===== src/rtl/pipe_ctrl_if.sv =====
// Handshake bundle between the pipeline stages and the pipe_ctrl sequencer.
// PIPE_CTRL_PERF_EN adds the performance counter signals.
interface pipe_ctrl_if;
  logic        stallreq_if;
  logic        stallreq_id;
  logic        stallreq_ex;
  logic        stallreq_mem;
  logic [31:0] excepttype_i;
  logic [31:0] cp0_epc_i;
  logic [5:0]  stall;
  logic        flush;
  logic [31:0] new_pc;
  logic        recovering;
  logic        stall_timeout;
`ifdef PIPE_CTRL_PERF_EN
  logic [31:0] perf_stall_cnt;
  logic [15:0] perf_flush_cnt;
`endif

  modport master (
    output stallreq_if, stallreq_id, stallreq_ex, stallreq_mem, excepttype_i, cp0_epc_i,
`ifdef PIPE_CTRL_PERF_EN
    input  perf_stall_cnt, perf_flush_cnt,
`endif
    input  stall, flush, new_pc, recovering, stall_timeout
  );

  modport slave (
    input  stallreq_if, stallreq_id, stallreq_ex, stallreq_mem, excepttype_i, cp0_epc_i,
`ifdef PIPE_CTRL_PERF_EN
    output perf_stall_cnt, perf_flush_cnt,
`endif
    output stall, flush, new_pc, recovering, stall_timeout
  );
endinterface


===== src/rtl/pipe_ctrl.sv =====
// Pipeline sequencer: stall merge, exception flush/redirect, recovery window, stall watchdog.
// Define PIPE_CTRL_PERF_EN to add the stall/flush performance counters.
module pipe_ctrl #(
  parameter logic [31:0] EXC_VECTOR     = 32'h0000_0020,
  parameter int          RECOVER_CYCLES = 2,
  parameter int          STALL_LIMIT    = 1024
) (
  input  logic        clk,
  input  logic        rst,
  pipe_ctrl_if.slave  bus
);

  typedef enum logic {RUN, RECOVER} state_t;

  localparam logic [3:0]  REC_LOAD = 4'(RECOVER_CYCLES);
  localparam logic [15:0] WD_LAST  = 16'(STALL_LIMIT - 1);
  localparam logic [31:0] ERET     = 32'h0000_000e;

  state_t      state;
  logic [3:0]  rec_cnt;
  logic [15:0] wd_cnt;
  logic        timeout_p1;

  logic        exc_take;
  logic [5:0]  stall_req;
  logic [5:0]  stall_c;
  logic [31:0] new_pc_c;

  // Stage 0: combinational stall priority and exception decode
  always_comb begin
    stall_req = 6'b000000;
    if (bus.stallreq_mem)
      stall_req = 6'b011111;
    else if (bus.stallreq_ex)
      stall_req = 6'b001111;
    else if (bus.stallreq_id || bus.stallreq_if)
      stall_req = 6'b000111;

    exc_take = !rst && (state == RUN) && (bus.excepttype_i != 32'h0);
    // A flush clears every register, so any hold request is moot
    stall_c  = (rst || exc_take) ? 6'b000000 : stall_req;

    new_pc_c = 32'h0;
    if (exc_take)
      new_pc_c = (bus.excepttype_i == ERET) ? bus.cp0_epc_i : EXC_VECTOR;
  end

  assign bus.stall         = stall_c;
  assign bus.flush         = exc_take;
  assign bus.new_pc        = new_pc_c;
  assign bus.recovering    = (state == RECOVER) && !rst;
  assign bus.stall_timeout = timeout_p1 && !rst;

  // Stage 1: state, recovery window and watchdog registers
  always_ff @(posedge clk) begin
    if (rst) begin
      state      <= RUN;
      rec_cnt    <= 4'd0;
      wd_cnt     <= 16'd0;
      timeout_p1 <= 1'b0;
    end else begin
      timeout_p1 <= 1'b0;

      case (state)
        RUN: begin
          if (exc_take) begin
            state   <= RECOVER;
            rec_cnt <= REC_LOAD;
          end
        end
        RECOVER: begin
          // A held fetch does not consume the window
          if (!stall_c[0]) begin
            if (rec_cnt <= 4'd1) begin
              state   <= RUN;
              rec_cnt <= 4'd0;
            end else begin
              rec_cnt <= rec_cnt - 4'd1;
            end
          end
        end
        default: begin
          state   <= RUN;
          rec_cnt <= 4'd0;
        end
      endcase

      if (exc_take || (stall_c == 6'b000000)) begin
        wd_cnt <= 16'd0;
      end else if (wd_cnt == WD_LAST) begin
        wd_cnt     <= 16'd0;
        timeout_p1 <= 1'b1;
      end else begin
        wd_cnt <= wd_cnt + 16'd1;
      end
    end
  end

`ifdef PIPE_CTRL_PERF_EN
  logic [31:0] perf_stall_p1;
  logic [15:0] perf_flush_p1;

  always_ff @(posedge clk) begin
    if (rst) begin
      perf_stall_p1 <= 32'd0;
      perf_flush_p1 <= 16'd0;
    end else begin
      if (stall_c != 6'b000000)
        perf_stall_p1 <= perf_stall_p1 + 32'd1;
      if (exc_take)
        perf_flush_p1 <= perf_flush_p1 + 16'd1;
    end
  end

  assign bus.perf_stall_cnt = perf_stall_p1;
  assign bus.perf_flush_cnt = perf_flush_p1;
`endif

endmodule


===== src/flat_wrapper.sv =====
// flat-port wrapper written by rule: the top's interface ports become plain ports
module pipe_ctrl_flat 
#(
  parameter logic [31:0] EXC_VECTOR     = 32'h0000_0020,
  parameter int          RECOVER_CYCLES = 2,
  parameter int          STALL_LIMIT    = 1024
)
  (clk, rst, bus_stallreq_if, bus_stallreq_id, bus_stallreq_ex, bus_stallreq_mem, bus_excepttype_i, bus_cp0_epc_i, bus_stall, bus_flush, bus_new_pc, bus_recovering, bus_stall_timeout);
  pipe_ctrl_if bus_i ();
  input  logic clk;
  input  logic rst;
  input wire logic [$bits(bus_i.stallreq_if)-1:0] bus_stallreq_if;
  input wire logic [$bits(bus_i.stallreq_id)-1:0] bus_stallreq_id;
  input wire logic [$bits(bus_i.stallreq_ex)-1:0] bus_stallreq_ex;
  input wire logic [$bits(bus_i.stallreq_mem)-1:0] bus_stallreq_mem;
  input wire logic [$bits(bus_i.excepttype_i)-1:0] bus_excepttype_i;
  input wire logic [$bits(bus_i.cp0_epc_i)-1:0] bus_cp0_epc_i;
  output wire logic [$bits(bus_i.stall)-1:0] bus_stall;
  output wire logic [$bits(bus_i.flush)-1:0] bus_flush;
  output wire logic [$bits(bus_i.new_pc)-1:0] bus_new_pc;
  output wire logic [$bits(bus_i.recovering)-1:0] bus_recovering;
  output wire logic [$bits(bus_i.stall_timeout)-1:0] bus_stall_timeout;
  assign bus_i.stallreq_if = bus_stallreq_if;
  assign bus_i.stallreq_id = bus_stallreq_id;
  assign bus_i.stallreq_ex = bus_stallreq_ex;
  assign bus_i.stallreq_mem = bus_stallreq_mem;
  assign bus_i.excepttype_i = bus_excepttype_i;
  assign bus_i.cp0_epc_i = bus_cp0_epc_i;
  assign bus_stall = bus_i.stall;
  assign bus_flush = bus_i.flush;
  assign bus_new_pc = bus_i.new_pc;
  assign bus_recovering = bus_i.recovering;
  assign bus_stall_timeout = bus_i.stall_timeout;
  pipe_ctrl #(.EXC_VECTOR(EXC_VECTOR), .RECOVER_CYCLES(RECOVER_CYCLES), .STALL_LIMIT(STALL_LIMIT)) u_core (.clk(clk), .rst(rst), .bus(bus_i));
endmodule

===== config.mk =====
export PLATFORM = sky130hd
export DESIGN_NAME = pipe_ctrl_flat
export DESIGN_NICKNAME = d
export VERILOG_FILES = /design/src/rtl/pipe_ctrl_if.sv /design/src/rtl/pipe_ctrl.sv /design/src/flat_wrapper.sv
export SDC_FILE = /design/constraint.sdc
export NUM_CORES = 1
export LEC_CHECK = 0
export ABC_AREA = 1
export BUFFER_PORTS_ARGS = -buffer_cell sky130_fd_sc_hd__buf_2
export CAP_MARGIN = 25
export CORE_MARGIN = 4
export CORE_UTILIZATION = 26
export DETAILED_ROUTE_END_ITERATION = 12
export HOLD_SLACK_MARGIN = 0.12
export SLEW_MARGIN = 30
export SYNTH_ARGS = -nofsm -noshare
export SYNTH_HDL_FRONTEND = slang
export SYNTH_SLANG_ARGS = --single-unit

===== constraint.sdc =====
create_clock -name clk -period 2.2 [get_ports clk]
set_input_delay 0.22 -clock clk [delete_from_list [all_inputs] [get_ports clk]]
set_output_delay 0.22 -clock clk [all_outputs]
set_load 0.005 [all_outputs]

# Yosys cells after proc, flatten, opt, wreduce, memory -nomap -nowiden
# Cells that the tools add are included.
# classes
order_cmp	1
n_addsub	2
muxes	15
bitwise	1
n_eq_ne	4
reduce_logical	13
# op_table
operator	n
2-to-1 mux 32 bit	2
equality test 32 x 4 -> 1 bit, second input constant	1
nonzero test 32 bit	1
2-to-1 mux 6 bit	3
adder 16 x 1 -> 16 bit, second input constant	1
equality test 16 x 10 -> 1 bit, second input constant	1
2-to-1 mux 4 bit	3
case mux 4 bit (2 select lines)	1
zero test 6 bit	1
<= comparator 4 x 1 -> 1 bit, second input constant	1
logical AND 1 bit	4
2-to-1 mux 1 bit	4
subtractor 4 x 1 -> 4 bit, second input constant	1
logical OR 1 bit	3
2-to-1 mux 3 bit	1
OR reduction 3 bit	1
inequality test 2 x 1 -> 1 bit, second input constant	1
inequality test 2 bit, second input constant	1
case mux 1 bit (2 select lines)	1
AND reduction 2 bit	1
OR reduction 2 bit	1
zero test 1 bit	1
NOT 1 bit	1
# word_totals
register_bits	22
inputBits	70
elab_cells	40
out_inout_bits	41

# Depth between registers and ports, before layout
# logic_depth
ltp_word	8
depth_mapped	11
ltp_nobuf	10

# Least setup slack after synthesis
# No wires, ideal clock.
# synth_timing
path_kind	register to register
startpoint	register u_core.wd_cnt[0]
endpoint	register u_core.wd_cnt[15]
path_stages_with_launch	12
path_slack_ns	0.563
t_arrival_ns	1.523
n_path_buf	1
t_required_ns	2.085
synth_period_minus_slack_ns	1.637
setup_time_ns	0.115
cell_sequence	dfxtp_1 ha_1 nand2_1 inv_1 nand2_1 nor2_1 nand2_1 nor2_1 nand4_1 nand2_4 buf_6 nor2_1
# synth_between
elab_chain_cells	2
elab_cells_between_ends	3
classes_between	1 x add/sub; 1 x eq/ne; 1 x reduce/logical
# synth_rtl
item	line	source
start: declaration	pipe_ctrl.sv:21	logic [15:0] wd_cnt;
start signal: assignment	pipe_ctrl.sv:94	wd_cnt <= wd_cnt + 16'd1;
branches (longest 2 deep; another with adder 16 x 1 -> 16 bit)	--	
# Parallel ways; which one is timed is not known.
# A chain may end at the register's enable or synchronous reset.

# Worst setup path after layout
# layout_timing
startpoint	input bus_excepttype_i[13]
endpoint	output bus_new_pc[31]
# layout_between
elab_chain_cells	3
elab_cells_between_ends	5
classes_between	1 x eq/ne; 2 x mux; 2 x reduce/logical
# layout_rtl
item	line	source
start: declaration	flat_wrapper.sv:16	input wire logic [$bits(bus_i.excepttype_i)-1:0] bus_excepttype_i;
equality test 32 x 4 -> 1 bit or nonzero test 32 bit (tied branches)	pipe_ctrl.sv:45, pipe_ctrl.sv:39	
2-to-1 mux 32 bit or logical AND 1 bit (tied branches)	pipe_ctrl.sv:45, pipe_ctrl.sv:39	
2-to-1 mux 32 bit *	pipe_ctrl.sv:44	if (exc_take)
end: declaration	flat_wrapper.sv:20	output wire logic [$bits(bus_i.new_pc)-1:0] bus_new_pc;
# Every way passes the cells marked *; elsewhere a longest branch is shown, timed or not.

==> flow_summary.json <==
{
  "syn-num-nets": 334,
  "worst_ep_arrival_time_ps": 1530,
  "status": "completed",
  "fillers": 607,
  "htree_num_levels": 1,
  "path_buf_inv": 4,
  "peakVddDrop_uv": 175.4,
  "syn_avg_cell_area_um2": 5.786,
  "hold_buffers": 0,
  "clkSinkCount": 22,
  "via_per_inst": 4.130,
  "numCtsBuffers": 3,
  "setup_viol": 0,
  "grt-ovfl-total": 0,
  "mostFrequentLayoutCell": "buf_2",
  "start_kind": "input port",
  "fp.dieH_um": 84.22,
  "cp.required_ps": 1980,
  "fin_worst_skew_ps": 2.604,
  "ys_types": 25,
  "syn_area_um2": 1510,
  "maxCapViolations": 0,
  "clock_path_buffers": 2,
  "antenna_found_initial": 0,
  "drtIter0Drc": 67,
  "hold_path.class": "input port to register",
  "finalHoldWorstSlack_ps": 193.2,
  "area_growth_syn_to_layout_pct": 43.50,
  "stdcell_area_um2": 2167,
  "cts_tree": "done",
  "finalSetupTns_ps": 0,
  "die_area_um2": 7092,
  "seq_area_frac_synth_pct": 29.16,
  "period_share_pct": 79.64,
  "regArea_um2": 440.4,
  "gp_congestion": 0.7985,
  "highest_layer": "met4",
  "num_antenna_cells": 0,
  "ys_ff_latch": 22,
  "dp.cells": 435,
  "power.density_nw_per_um2": 521.1,
  "grt_pass1_wl_um": 6948,
  "path_delay_family": "simple AND/OR/NAND/NOR gates",
  "start_util_pct": 27.09,
  "cp-end-kind": "output port",
  "hpwlAfterDp_um": 3677,
  "nets": 441,
  "met1Wirelength_um": 1711,
  "drc": 0,
  "port_buffers": 109,
  "layout_common_cells": "buf_2, nor2_1, nand2_1",
  "drive_above_1_share_pct": 32.97,
  "critPathMaxStageDelay_ps": 270,
  "hold_violations": 0,
  "grt_pass1_vias": 1729,
  "fin_crit_ps": 1752,
  "wl_per_cell_um": 9.765,
  "clock_latency_ps": 260,
  "path_common_cell": "nand2_1",
  "rows": 27,
  "yosys_warnings": 0,
  "coreArea_um2": 5574,
  "cts_setup_buffers": 0,
  "wl_met2_um": 2203,
  "drt-total-wl_um": 4287,
  "stdcell_count": 439,
  "cts-resized-gates": 0,
  "postSynthCellCount": 261,
  "grt_max_degree": 34,
  "detail_route.first_pass.iterations": 4,
  "worst-setup-path-type": "input port to output port",
  "fmax_ghz": 0.5707,
  "dr_wl_met3_um": 325,
  "multi_input_area_um2": 915.9,
  "placed_cell_area_um2": 2112,
  "path_cells": "buf_2 > nor2_1 > nand2_1 > nor4_1 > nand2_1 > inv_1 > buf_4 > nand2_1 > nor2_1 > buf_2",
  "critPathSlowestCell": "nor4_1",
  "grt_usage_pct": 11.60,
  "root_buffer": "clkbuf_8",
  "via_count": 1813,
  "r2r_slack_ps": 490,
  "path_clk_slew_ps": 70,
  "grt_setup_unrepaired": "no",
  "slew_viol_final": 0,
  "leakagePower_nw": 1.135,
  "worst-path-max-fanout": 31,
  "drtAntennaViolNets": 0,
  "chipWidth_um": 84.22,
  "ios": 111
}
-- metrics by stage --
step	total power [mW]	setup WS, ps	utilization [%]
after floorplan	0.7311	562.8	-
after global placement	0.8519	444.6	37.89
after detailed placement	0.8536	429.2	37.89
after CTS	1.143	417.2	38.88
after global routing	1.211	192.7	38.88
final	1.129	447.9	38.88
-- worst paths after layout --
check	startpoint	end	cells past startpoint
max reg2reg	u_core.wd_cnt[0]	u_core.wd_cnt[13]	10
min	rst	u_core.rec_cnt[3]	2
max	bus_excepttype_i[13]	bus_new_pc[31]	10
min reg2reg	u_core.wd_cnt[0]	u_core.wd_cnt[0]	1
-- registers in the layout, indices dropped and copies added, names as in the netlist --
signal             flops
u_core.state           1
u_core.timeout_p1      1
u_core.rec_cnt         4
u_core.wd_cnt         16
-- routing by layer --
metal	vias to the layer above	global-route usage [%]
li1	1003	-
met1	739	12.65
met2	67	22.45
met3	4	2.061
met4	0	3.509
met5	-	0
-- cell type report --
class | count | share of cell area, %
Sequential cell | 22 | 20.32
Tap cell | 72 | 4.157
Multi-Input combinational cell | 203 | 42.26
Inverter | 26 | 4.503
Clock buffer | 4 | 2.540
Timing Repair Buffer | 112 | 26.21
-- synthesized netlist by cell type (all sizes together) --
cell type  count  area, µm²
nor3           6      30.03
xor2           6      52.55
inv           26      97.59
nor2          86      322.8
a31oi          1      6.260
xnor2          3      26.28
dfxtp         22      440.4
o21ai          4      31.28
clkbuf         6      22.52
and3           1      6.260
nor4           1      6.260
or2            1      6.260
a21oi          5      25.02
conb           1      3.750
buf            4      33.78
o31ai          1      7.510
ha             3      37.54
nand3          7      47.55
nand2         73      281.5
nand4          4      25.02
-- kinds of logic after synthesis --
group | share of synthesized area (%)
buf+inv | 10.19
simple gates | 48.05
flops | 29.16
compound gates | 4.640
fa+ha+maj | 2.486
xor+xnor | 5.220
other cells | 0.2483
-- power by group --
part	leakage (nW)	switching, mW	total, mW	internal [mW]
Combinational	0.928	0.227	0.385	0.158
Sequential	0.179	0.0246	0.459	0.435
Clock	0.0288	0.126	0.285	0.159
Total	1.14	0.377	1.13	0.752
(Power assumes the default switching activity.)
